--- src/rtl/store_buffer_pkg.sv ---
// Shared types and constants for the posted-write store buffer: access size codes,
// queued-store entry layout, fence state and the access legality rule.
package store_buffer_pkg;

    localparam int SB_AW    = 32;
    localparam int SB_DW    = 32;
    localparam int SB_DEPTH = 4;

    localparam logic [2:0] CTRL_B  = 3'b000;
    localparam logic [2:0] CTRL_H  = 3'b001;
    localparam logic [2:0] CTRL_W  = 3'b010;
    localparam logic [2:0] CTRL_BU = 3'b100;
    localparam logic [2:0] CTRL_HU = 3'b101;

    typedef struct packed {
        logic [SB_AW-1:0] addr;
        logic [SB_DW-1:0] data;
        logic [2:0]       ctrl;
    } sb_entry_t;

    typedef enum logic {
        SB_RUN,
        SB_FENCE
    } sb_state_t;

    // Stores accept only signed sizes; loads also accept the unsigned variants.
    // Only the two low address bits matter for alignment.
    function automatic logic is_legal(input logic wr, input logic [2:0] ctrl,
                                      input logic [1:0] addr_lo);
        logic ok;
        ok = 1'b0;
        case (ctrl)
            CTRL_B:  ok = 1'b1;
            CTRL_H:  ok = (addr_lo[0] == 1'b0);
            CTRL_W:  ok = (addr_lo == 2'b00);
            CTRL_BU: ok = !wr;
            CTRL_HU: ok = !wr && (addr_lo[0] == 1'b0);
            default: ok = 1'b0;
        endcase
        return ok;
    endfunction

endpackage

--- src/rtl/store_buffer_if.sv ---
// Core-side load/store signals plus the DataMemory port of the store buffer.
interface store_buffer_if
    import store_buffer_pkg::*;
#(
    parameter int DEPTH = SB_DEPTH
);
    localparam int CW = $clog2(DEPTH) + 1;

    logic             LsuReq;
    logic             LsuWr;
    logic [2:0]       LsuCtrl;
    logic [SB_AW-1:0] LsuAddr;
    logic [SB_DW-1:0] LsuDataWr;
    logic             SbFence;
    logic             LsuStall;
    logic [SB_DW-1:0] LsuDataRd;
    logic             LsuRdValid;
    logic             LsuFault;
    logic             SbFenceDone;
    logic [CW-1:0]    SbCount;
    logic [SB_AW-1:0] DMAddress;
    logic [SB_DW-1:0] DMDataWr;
    logic             DMWr;
    logic [2:0]       DMCtrl;
    logic [SB_DW-1:0] DMDataRd;

    // master: the core plus the data memory environment around the buffer
    modport master (
        output LsuReq, LsuWr, LsuCtrl, LsuAddr, LsuDataWr, SbFence, DMDataRd,
        input  LsuStall, LsuDataRd, LsuRdValid, LsuFault, SbFenceDone, SbCount,
               DMAddress, DMDataWr, DMWr, DMCtrl
    );

    modport slave (
        input  LsuReq, LsuWr, LsuCtrl, LsuAddr, LsuDataWr, SbFence, DMDataRd,
        output LsuStall, LsuDataRd, LsuRdValid, LsuFault, SbFenceDone, SbCount,
               DMAddress, DMDataWr, DMWr, DMCtrl
    );

endinterface

--- src/rtl/store_buffer_fifo.sv ---
// Circular queue of pending stores; every slot's word address and valid bit are
// visible so the top level can detect loads that overlap a queued store.
module store_buffer_fifo
    import store_buffer_pkg::*;
#(
    parameter int DEPTH = SB_DEPTH
) (
    input  logic                 clk,
    input  logic                 rst,
    input  logic                 push,
    input  sb_entry_t            push_entry,
    input  logic                 pop,
    output sb_entry_t            head,
    output logic [DEPTH-1:0]     slot_valid,
    output logic [SB_AW-3:0]     slot_word [DEPTH],
    output logic [$clog2(DEPTH):0] count
);
    localparam int PW = $clog2(DEPTH);

    sb_entry_t         entries_reg [DEPTH];
    logic [DEPTH-1:0]  valid_reg;
    logic [PW-1:0]     wr_ptr_reg;
    logic [PW-1:0]     rd_ptr_reg;
    logic [PW:0]       count_reg;

    // Pointers are exactly PW bits wide so they wrap modulo DEPTH on their own.
    always_ff @(posedge clk) begin
        if (rst) begin
            wr_ptr_reg <= '0;
            rd_ptr_reg <= '0;
            count_reg  <= '0;
            valid_reg  <= '0;
        end else begin
            if (push) begin
                entries_reg[wr_ptr_reg] <= push_entry;
                valid_reg[wr_ptr_reg]   <= 1'b1;
                wr_ptr_reg              <= wr_ptr_reg + 1'b1;
            end
            if (pop) begin
                valid_reg[rd_ptr_reg] <= 1'b0;
                rd_ptr_reg            <= rd_ptr_reg + 1'b1;
            end
            if (push && !pop) begin
                count_reg <= count_reg + 1'b1;
            end else if (pop && !push) begin
                count_reg <= count_reg - 1'b1;
            end
        end
    end

    genvar gi;
    generate
        for (gi = 0; gi < DEPTH; gi++) begin : g_slot
            assign slot_word[gi] = entries_reg[gi].addr[SB_AW-1:2];
        end
    endgenerate

    assign head       = entries_reg[rd_ptr_reg];
    assign slot_valid = valid_reg;
    assign count      = count_reg;

endmodule

--- src/rtl/store_buffer.sv ---
// Posted-write store buffer: queues stores, lets non-overlapping loads take the
// memory port first, drains stores in FIFO order and implements a drain-to-empty fence.
module store_buffer
    import store_buffer_pkg::*;
#(
    parameter int DEPTH = SB_DEPTH
) (
    input  logic           clk,
    input  logic           rst,
    store_buffer_if.slave  bus
);
    localparam int CW = $clog2(DEPTH) + 1;

    sb_state_t         state_reg;
    sb_entry_t         head;
    sb_entry_t         push_entry;
    logic [DEPTH-1:0]  slot_valid;
    logic [SB_AW-3:0]  slot_word [DEPTH];
    logic [CW-1:0]     count;
    logic [DEPTH-1:0]  hit_vec;

    logic req_ok, legal, empty, full, fencing, fence_block;
    logic is_load, is_store, load_grant, drain, enq;

    store_buffer_fifo #(.DEPTH(DEPTH)) u_fifo (
        .clk        (clk),
        .rst        (rst),
        .push       (enq),
        .push_entry (push_entry),
        .pop        (drain),
        .head       (head),
        .slot_valid (slot_valid),
        .slot_word  (slot_word),
        .count      (count)
    );

    genvar gi;
    generate
        for (gi = 0; gi < DEPTH; gi++) begin : g_hit
            assign hit_vec[gi] = slot_valid[gi] && (slot_word[gi] == bus.LsuAddr[SB_AW-1:2]);
        end
    endgenerate

    assign push_entry = '{addr: bus.LsuAddr, data: bus.LsuDataWr, ctrl: bus.LsuCtrl};

    // Everything is held idle while rst is high so queued stores never reach memory.
    always_comb begin
        req_ok      = bus.LsuReq && !rst;
        legal       = is_legal(bus.LsuWr, bus.LsuCtrl, bus.LsuAddr[1:0]);
        empty       = (count == '0);
        full        = (count == CW'(DEPTH));
        fencing     = !rst && ((state_reg == SB_FENCE) || bus.SbFence);
        fence_block = fencing && !empty;
        is_load     = req_ok && legal && !bus.LsuWr;
        is_store    = req_ok && legal && bus.LsuWr;
        load_grant  = is_load && !full && !(|hit_vec) && !fence_block;
        drain       = !rst && !load_grant && !empty;
        enq         = is_store && !full && !fence_block;

        bus.LsuStall    = (is_load && !load_grant) || (is_store && !enq);
        bus.LsuFault    = req_ok && !legal;
        bus.LsuRdValid  = load_grant;
        bus.LsuDataRd   = load_grant ? bus.DMDataRd : '0;
        bus.SbFenceDone = fencing && empty;
        bus.SbCount     = count;

        bus.DMWr      = 1'b0;
        bus.DMAddress = '0;
        bus.DMDataWr  = '0;
        bus.DMCtrl    = CTRL_W;
        if (load_grant) begin
            bus.DMAddress = bus.LsuAddr;
            bus.DMCtrl    = bus.LsuCtrl;
        end else if (drain) begin
            bus.DMWr      = 1'b1;
            bus.DMAddress = head.addr;
            bus.DMDataWr  = head.data;
            bus.DMCtrl    = head.ctrl;
        end
    end

    always_ff @(posedge clk) begin
        if (rst) begin
            state_reg <= SB_RUN;
        end else begin
            case (state_reg)
                SB_RUN:   if (bus.SbFence && !empty) state_reg <= SB_FENCE;
                SB_FENCE: if (empty) state_reg <= SB_RUN;
            endcase
        end
    end

endmodule

--- src/flat_wrapper.sv ---
// flat-port wrapper written by rule: the top's interface ports become plain ports
module store_buffer_flat import store_buffer_pkg::*;
#(
    parameter int DEPTH = SB_DEPTH
)
  (clk, rst, bus_LsuReq, bus_LsuWr, bus_LsuCtrl, bus_LsuAddr, bus_LsuDataWr, bus_SbFence, bus_DMDataRd, bus_LsuStall, bus_LsuDataRd, bus_LsuRdValid, bus_LsuFault, bus_SbFenceDone, bus_SbCount, bus_DMAddress, bus_DMDataWr, bus_DMWr, bus_DMCtrl);
  store_buffer_if #(.DEPTH(DEPTH)) bus_i ();
  input  logic clk;
  input  logic rst;
  input wire logic [$bits(bus_i.LsuReq)-1:0] bus_LsuReq;
  input wire logic [$bits(bus_i.LsuWr)-1:0] bus_LsuWr;
  input wire logic [$bits(bus_i.LsuCtrl)-1:0] bus_LsuCtrl;
  input wire logic [$bits(bus_i.LsuAddr)-1:0] bus_LsuAddr;
  input wire logic [$bits(bus_i.LsuDataWr)-1:0] bus_LsuDataWr;
  input wire logic [$bits(bus_i.SbFence)-1:0] bus_SbFence;
  input wire logic [$bits(bus_i.DMDataRd)-1:0] bus_DMDataRd;
  output wire logic [$bits(bus_i.LsuStall)-1:0] bus_LsuStall;
  output wire logic [$bits(bus_i.LsuDataRd)-1:0] bus_LsuDataRd;
  output wire logic [$bits(bus_i.LsuRdValid)-1:0] bus_LsuRdValid;
  output wire logic [$bits(bus_i.LsuFault)-1:0] bus_LsuFault;
  output wire logic [$bits(bus_i.SbFenceDone)-1:0] bus_SbFenceDone;
  output wire logic [$bits(bus_i.SbCount)-1:0] bus_SbCount;
  output wire logic [$bits(bus_i.DMAddress)-1:0] bus_DMAddress;
  output wire logic [$bits(bus_i.DMDataWr)-1:0] bus_DMDataWr;
  output wire logic [$bits(bus_i.DMWr)-1:0] bus_DMWr;
  output wire logic [$bits(bus_i.DMCtrl)-1:0] bus_DMCtrl;
  assign bus_i.LsuReq = bus_LsuReq;
  assign bus_i.LsuWr = bus_LsuWr;
  assign bus_i.LsuCtrl = bus_LsuCtrl;
  assign bus_i.LsuAddr = bus_LsuAddr;
  assign bus_i.LsuDataWr = bus_LsuDataWr;
  assign bus_i.SbFence = bus_SbFence;
  assign bus_i.DMDataRd = bus_DMDataRd;
  assign bus_LsuStall = bus_i.LsuStall;
  assign bus_LsuDataRd = bus_i.LsuDataRd;
  assign bus_LsuRdValid = bus_i.LsuRdValid;
  assign bus_LsuFault = bus_i.LsuFault;
  assign bus_SbFenceDone = bus_i.SbFenceDone;
  assign bus_SbCount = bus_i.SbCount;
  assign bus_DMAddress = bus_i.DMAddress;
  assign bus_DMDataWr = bus_i.DMDataWr;
  assign bus_DMWr = bus_i.DMWr;
  assign bus_DMCtrl = bus_i.DMCtrl;
  store_buffer #(.DEPTH(DEPTH)) u_core (.clk(clk), .rst(rst), .bus(bus_i));
endmodule
--- config.mk ---
export PLATFORM = sky130hd
export DESIGN_NAME = store_buffer_flat
export DESIGN_NICKNAME = d
export VERILOG_FILES = /design/src/rtl/store_buffer_pkg.sv /design/src/rtl/store_buffer_if.sv /design/src/rtl/store_buffer_fifo.sv /design/src/rtl/store_buffer.sv /design/src/flat_wrapper.sv
export SDC_FILE = /design/constraint.sdc
export NUM_CORES = 1
export LEC_CHECK = 0
export CAP_MARGIN = 20
export CELL_PAD_IN_SITES_DETAIL_PLACEMENT = 2
export CELL_PAD_IN_SITES_GLOBAL_PLACEMENT = 2
export CORE_MARGIN = 1.5
export CORE_UTILIZATION = 30
export CTS_BUF_LIST = sky130_fd_sc_hd__clkbuf_4 sky130_fd_sc_hd__clkbuf_8
export CTS_CLUSTER_DIAMETER = 200
export DETAILED_ROUTE_END_ITERATION = 6
export PLACE_DENSITY_LB_ADDON = 0.1
export SLEW_MARGIN = 20
export SYNTH_ARGS = -nofsm -noshare
export SYNTH_HDL_FRONTEND = slang
export SYNTH_SLANG_ARGS = --single-unit
--- constraint.sdc ---
create_clock -name clk -period 5.5 [get_ports clk]
set_input_delay 1.1 -clock clk [delete_from_list [all_inputs] [get_ports clk]]
set_output_delay 1.1 -clock clk [all_outputs]
set_load 0.005 [all_outputs]
==> flow_summary.ini, run 1 <==
[finish]
largest_reg_flops = 268
fin_cells = 1696
final_nets = 1191
syn_to_final_growth_pct = 33.4
drive_above_1_share_pct = 26.5
n_antenna_cell = 0

[grt]
grt_max_degree = 49
gr-total-overflow = 0
grt_pass1_wl_um = 58800
grt_pass1_vias = 8991
grt_usage_pct = 18.0
antenna_found_initial = 1

[sta]
hold_violations = 0
relSlewSlack_pct = 37.0
finalCriticalPeriod_ps = 5490
timing.hold.ws_ps = 540
finalClockSkew_ps = 28.7
period_share_pct = 99.9
maxSlewViolCount = 0
setup_tns_ps = 0
max_freq_mhz = 182
setup_viol = 0
worst_pin_slew_ps = 946
rsz0062_at_grt = true

[synthesis]
synth_top_cells_by_count = edfxtp_1 (268), xnor2_1 (121), mux4_2 (67)
ys_ff_latch = 282
seq_area_frac_synth_pct = 63.7
synth_cell_type_count = 43
yosysMostFrequentCell = edfxtp_1
synthFlopType = edfxtp_1
syn-cell-area_um2 = 13100
synth_top_area_cell = edfxtp_1
syn_avg_cell_area_um2 = 16.4
yosysWarningCount = 0
syn_inst = 795
syn_nets = 909
synthArstFlopShare_pct = 0
synth.area.top_cells = edfxtp_1 (62%), mux4_2 (12%), xnor2_1 (8.1%), mux2_2 (2.9%), dfxtp_1 (2.1%)
synth_top_area_share_pct = 61.6
synth_edf_count = 268

[power_and_ir_drop]
internal_power_mw = 4.38
peakVddDrop_v = 0.000233
power_switching_mw = 1.63
seq_power_share_pct = 42.1
share_comb_of_total_power_pct = 25.2
clock_power_share_pct = 32.7
finalPower_mw = 6.00
cellPowerDensity_nw_per_um2 = 344
p_leak_nw = 5.74
sw_frac_of_total_pct = 27.1

[placement]
hpwl_um = 26700
numPortBuffers = 210
dp.cells = 1608
place.gp.congestion = 0.766

[worst_setup_path]
crit_fanout = 16
crit_path_start = bus_LsuAddr[7]
r2r_start = u_core.u_fifo.entries_reg[1][47]
r2r-end = u_core.u_fifo.count[2]
start_kind = input pin
crit_end = bus_DMAddress[4]
endpoint_kind = output port
reg2reg_slack_ps = 1800
crit_arrival_ps = 4390
ff2ff_path_depth = 15
required_ps = 4400
worst-setup-path-type = in2out

[worst_hold_path]
hold_path_startpoint = u_core.state_reg
hp-class = reg2reg

[routing]
drt-initial-drc-count = 318
wl_per_cell_um = 23.3
dr.pass1.iters = 4
wirelength_um = 39500
vias = 8064
antenna_left = 0
drc_errors = 0
viasPerCell = 4.75

[floorplanning]
num_io_pins = 211
start_util_pct = 30.4
die_area_um2 = 44800
coreArea_um2 = 43000
dieHeight_um = 212
placementRows = 76
die_w_um = 212

[clocking]
cts_root_buffer = clkbuf_8
clockBufferDepth = 3
cts.sinks = 282
cts_tree = done
cts_hold_buffers = 0
numCtsBuffers = 51
htree_levels = 2
clock_latency_ps = 610
clk_pin_slew_ps = 50

[run_status]
outcome = complete, no violations

[run]
maxCapViolCount = 0
## worst max-delay path: stages
cell             delay [ps]
clkdlybuf4s50_1         740
xnor2_1                 170
nand3_1                 120
nor4_1                   80
buf_4                   140
a211o_1                 330
nor3_4                  530
buf_6                   270
mux2_1                  390
clkdlybuf4s50_1         500
## worst min-delay path by stage
stage / depth (start not counted) / slack, ps / endpoint
global route: 2 / 590 / u_core.state_reg
detailed placement: 2 / 530 / u_core.state_reg
global placement: 2 / 530 / u_core.u_fifo.count[2]
floorplan: 2 / 480 / u_core.state_reg
finish: 2 / 540 / u_core.state_reg
CTS: 2 / 540 / u_core.state_reg
## power groups by stage
stage	Combinational (mW)	Clock (mW)	Sequential, mW
global placement	1.53	0	2.58
floorplan	0.859	0	2.46
finish	1.51	1.96	2.53
CTS	1.55	2.04	2.54
detailed placement	1.53	0	2.58
global route	1.64	2.12	2.55
## placed cells by master, fill, tap and decap left out, types with 8 or more instances in the layout
cell type,n
nand2_1,11
nor2_1,12
and3_1,36
mux4_2,67
nand4_1,28
nor3b_1,32
inv_1,8
clkdlybuf4s50_1,207
edfxtp_1,268
clkbuf_8,56
clkbuf_4,28
buf_4,79
dfxtp_1,12
xnor2_1,119
and2_1,33
ha_1,9
mux2_2,34
## cell type report
class / count / area [um^2]
Multi-Input combinational cell: 435 / 4460
Fill cell: 4268 / 25600
Clock buffer: 84 / 981
Clock inverter: 3 / 11.3
Sequential cell: 282 / 8340
Tap cell: 585 / 732
Inverter: 8 / 30.0
Timing Repair Buffer: 299 / 2880
## timing repair
item	4_1_cts	5_1_grt
cloned	0	0
pin swaps	1	4
resized for setup	1	14
hold endpoints to repair	0	0
setup buffers	0	1
endpoints found under the setup margin	16	39
## metal layers
layer  track usage, %  part of all wire, %  vias up
li1                 -                    -     3620
met3             4.85                  5.7       53
met1             23.2                   44     4169
met4             4.73                  1.7        2
met5                0                0.033        -
met2             29.8                   48      220
## metrics by stage
stage / cell area, um^2 / util [%] / setup WS [ps]
final: 17400 / 40.6 / 7.45
after global routing: 17400 / 40.6 / -110
after CTS: 17400 / 40.4 / -10.7
after detailed placement: 16400 / 38.1 / -63.6
after global placement: 16400 / 38.1 / 5.79
after floorplan: 13100 / - / 1190
## logic make-up (layout without fill, tap and decap cells)
group	count (synthesis)	after routing	share of synthesized area (%)
muxes	105	105	14.8
AOI/OAI and AO/OA	17	17	1.07
buffers and inverters	78	394	2.60
adders and majority gates	10	10	1.02
xor gates and xnor gates	123	123	8.25
and+or+nand+nor	180	180	8.52
DFF	282	282	63.7
(Power assumes the default switching activity.)
==> inputs of run 2 (changes only) <==
--- a/config.mk
+++ b/config.mk
@@ -12,6 +12,7 @@
 export CORE_UTILIZATION = 30
 export CTS_BUF_LIST = sky130_fd_sc_hd__clkbuf_4 sky130_fd_sc_hd__clkbuf_8
 export CTS_CLUSTER_DIAMETER = 200
+export CTS_CLUSTER_SIZE = 20
 export DETAILED_ROUTE_END_ITERATION = 6
 export PLACE_DENSITY_LB_ADDON = 0.1
 export SLEW_MARGIN = 20
==> run 2 against run 1 <==
- utilization is 1.5 points lower
- setup slack better by 50 ps
- via count is 3.2% lower
==> flow_summary.ini, run 2 (synthesis gave the netlist of run 1 again) <==
[routing]
antenna_left = 0
dr.pass1.iters = 4
drc_errors = 0
wl_per_cell_um = 23.6
drt-initial-drc-count = 376
vias = 7802
wirelength_um = 38700
viasPerCell = 4.76

[sta]
finalClockSkew_ps = 44.0
setup_tns_ps = 0
period_share_pct = 98.9
setup_viol = 0
worst_pin_slew_ps = 952
maxSlewViolCount = 0
max_freq_mhz = 184
rsz0062_at_grt = true
hold_violations = 0
finalCriticalPeriod_ps = 5440
relSlewSlack_pct = 36.5

[clocking]
cts_setup_buffers = 0
clk_pin_slew_ps = 140
htree_levels = 1
cts.sinks = 282
cts_hold_buffers = 0
clock_latency_ps = 560
clockBufferDepth = 3
numCtsBuffers = 18
cts_tree = done
cts_root_buffer = clkbuf_8

[floorplanning]
dieHeight_um = 212
placementRows = 76
die_w_um = 212
num_io_pins = 211
start_util_pct = 30.4
coreArea_um2 = 43000
die_area_um2 = 44800

[finish]
final_cell_mix = edfxtp_1 (268), clkdlybuf4s50_1 (210), xnor2_1 (119)
final_common_cell = edfxtp_1
fin_cells = 1640
fillers = 4310
largest_reg_flops = 268
syn_to_final_growth_pct = 28.4
final_nets = 1157
fin_area_um2 = 16800
drive_above_1_share_pct = 22.7
n_antenna_cell = 0

[worst_setup_path]
crit_buf_inv = 4
crit_chain = clkdlybuf4s50_1, xnor2_1, nand4_1, nor4_1, buf_4, a211o_1, nor3_4, buf_12, nor3b_1, clkdlybuf4s50_1
path_delay_family = buffers and inverters
crit_path_start = bus_LsuAddr[12]
r2r_start = u_core.u_fifo.entries_reg[1][47]
path_common_cell = clkdlybuf4s50_1
r2r-end = u_core.u_fifo.count[2]
crit_slowest_cell = clkdlybuf4s50_1
endpoint_kind = output port
ff2ff_path_depth = 15
crit_arrival_ps = 4340
required_ps = 4400
worst-setup-path-type = in2out
start_kind = input pin
reg2reg_slack_ps = 1740
slowest_delay_ps = 590
crit_fanout = 7

[worst_hold_path]
hold-path-endpoint = u_core.state_reg
hp-class = reg2reg
hold_path_startpoint = u_core.state_reg
holdPathStages = 2

[grt]
grt_pass1_vias = 8692
antenna_found_initial = 1
grt_usage_pct = 17.3
grt_max_degree = 49
grt_pass1_wl_um = 57500
gr-total-overflow = 0

[power_and_ir_drop]
seq_power_share_pct = 49.0
share_comb_of_total_power_pct = 29.3
cellPowerDensity_nw_per_um2 = 307
p_leak_nw = 5.35
sw_frac_of_total_pct = 28.5
peakVddDrop_v = 0.000165
clock_power_share_pct = 21.7
internal_power_mw = 3.68
power_switching_mw = 1.47

[placement]
hpwl_um = 26700
dpl-instance-area_um2 = 16400
dp.cells = 1608
numPortBuffers = 210
place.gp.congestion = 0.766

[run]
maxCapViolCount = 0

[run_status]
outcome = complete, no violations
[run 2: cell types whose count changed in the layout (fill, tap and decap cells not counted)]
cell	previous run	this run
clkbuf_8	56	19
clkbuf_4	28	12
clkdlybuf4s50_1	207	210
clkinv_1	3	0
dlymetal6s2s_1	3	0
buf_4	79	80
buf_6	2	1
buf_8	1	0
inv_16	0	1
mux2i_1	2	3
mux2i_2	1	0
nor4_2	3	4
nor4_4	1	0
[run 2: metrics by stage]
step                power (mW)  utilization [%]  hold slack, ps  worst slack (ps)
floorplan                 3.32                -             481              1190
global placement          4.11             38.1             528              5.79
detailed placement        4.12             38.1             527             -63.6
CTS                       5.25             38.9             561             -10.7
global route              5.41             39.0             612             -78.8
finish                    5.15             39.0             559              57.8
[run 2: worst max-delay path by stage]
stage                                       end  slack, ps  cells after the start
floorplan           u_core.u_fifo.slot_valid[1]       1190                      6
global placement               bus_DMAddress[2]          6                      9
detailed placement            bus_DMAddress[31]        -60                      9
CTS                           bus_DMAddress[31]        -10                      9
global route                   bus_DMAddress[2]        -80                      9
finish                         bus_DMDataWr[10]         60                     10
[run 2: area by class of cell]
type / count / area (um^2) / share of cell area (%)
sequential: 282 / 8340 / 49.7
clock inverter: 1 / 20.0 / 0.119
tap: 585 / 732 / 4.36
multi-input combinational: 435 / 4450 / 26.5
timing repair buffer: 298 / 2850 / 17.0
inverter: 8 / 30.0 / 0.179
clock buffer: 31 / 352 / 2.10
[run 2: worst register-to-register path, stage by stage (launching register included)]
cell and delay, ps:
edfxtp_1 450, xnor2_1 410, nand4_1 240, nor4_1 540, buf_4 200, a211o_1 180, nor3_4 100, buf_12 180
buf_12 150, or2_2 280, ha_1 200, inv_1 70, fa_1 180, xor2_1 80, or3_1 300, a21oi_1 150
[run 2: metal layers]
| metal | up-vias | share of wire, % | global-route usage (%) |
|---|---|---|---|
| met1 | 4059 | 45 | 23.5 |
| li1 | 3525 | - | - |
| met4 | 2 | 1.3 | 3.20 |
| met5 | - | 0.034 | 0 |
| met3 | 33 | 5.2 | 3.01 |
| met2 | 183 | 49 | 29.4 |
[run 2: power by group through the flow]
stage	Clock [mW]	Combinational, mW	Sequential, mW
2_1_floorplan	0	0.859	2.46
3_3_place_gp	0	1.53	2.58
3_5_place_dp	0	1.53	2.58
4_1_cts	1.17	1.54	2.53
5_1_grt	1.23	1.63	2.55
6_report	1.12	1.51	2.52
[run 2: repair_timing]
item                       4_1_cts  5_1_grt
pin swaps                        1        0
setup endpoints to repair       16       56
resized for setup                0        7
==> inputs of run 3 (changes only) <==
--- a/config.mk
+++ b/config.mk
@@ -5,7 +5,6 @@
 export SDC_FILE = /design/constraint.sdc
 export NUM_CORES = 1
 export LEC_CHECK = 0
-export CAP_MARGIN = 20
 export CELL_PAD_IN_SITES_DETAIL_PLACEMENT = 2
 export CELL_PAD_IN_SITES_GLOBAL_PLACEMENT = 2
 export CORE_MARGIN = 1.5
==> results of run 3 <==
Final layout, timing and power as in run 2 (identical DEF).
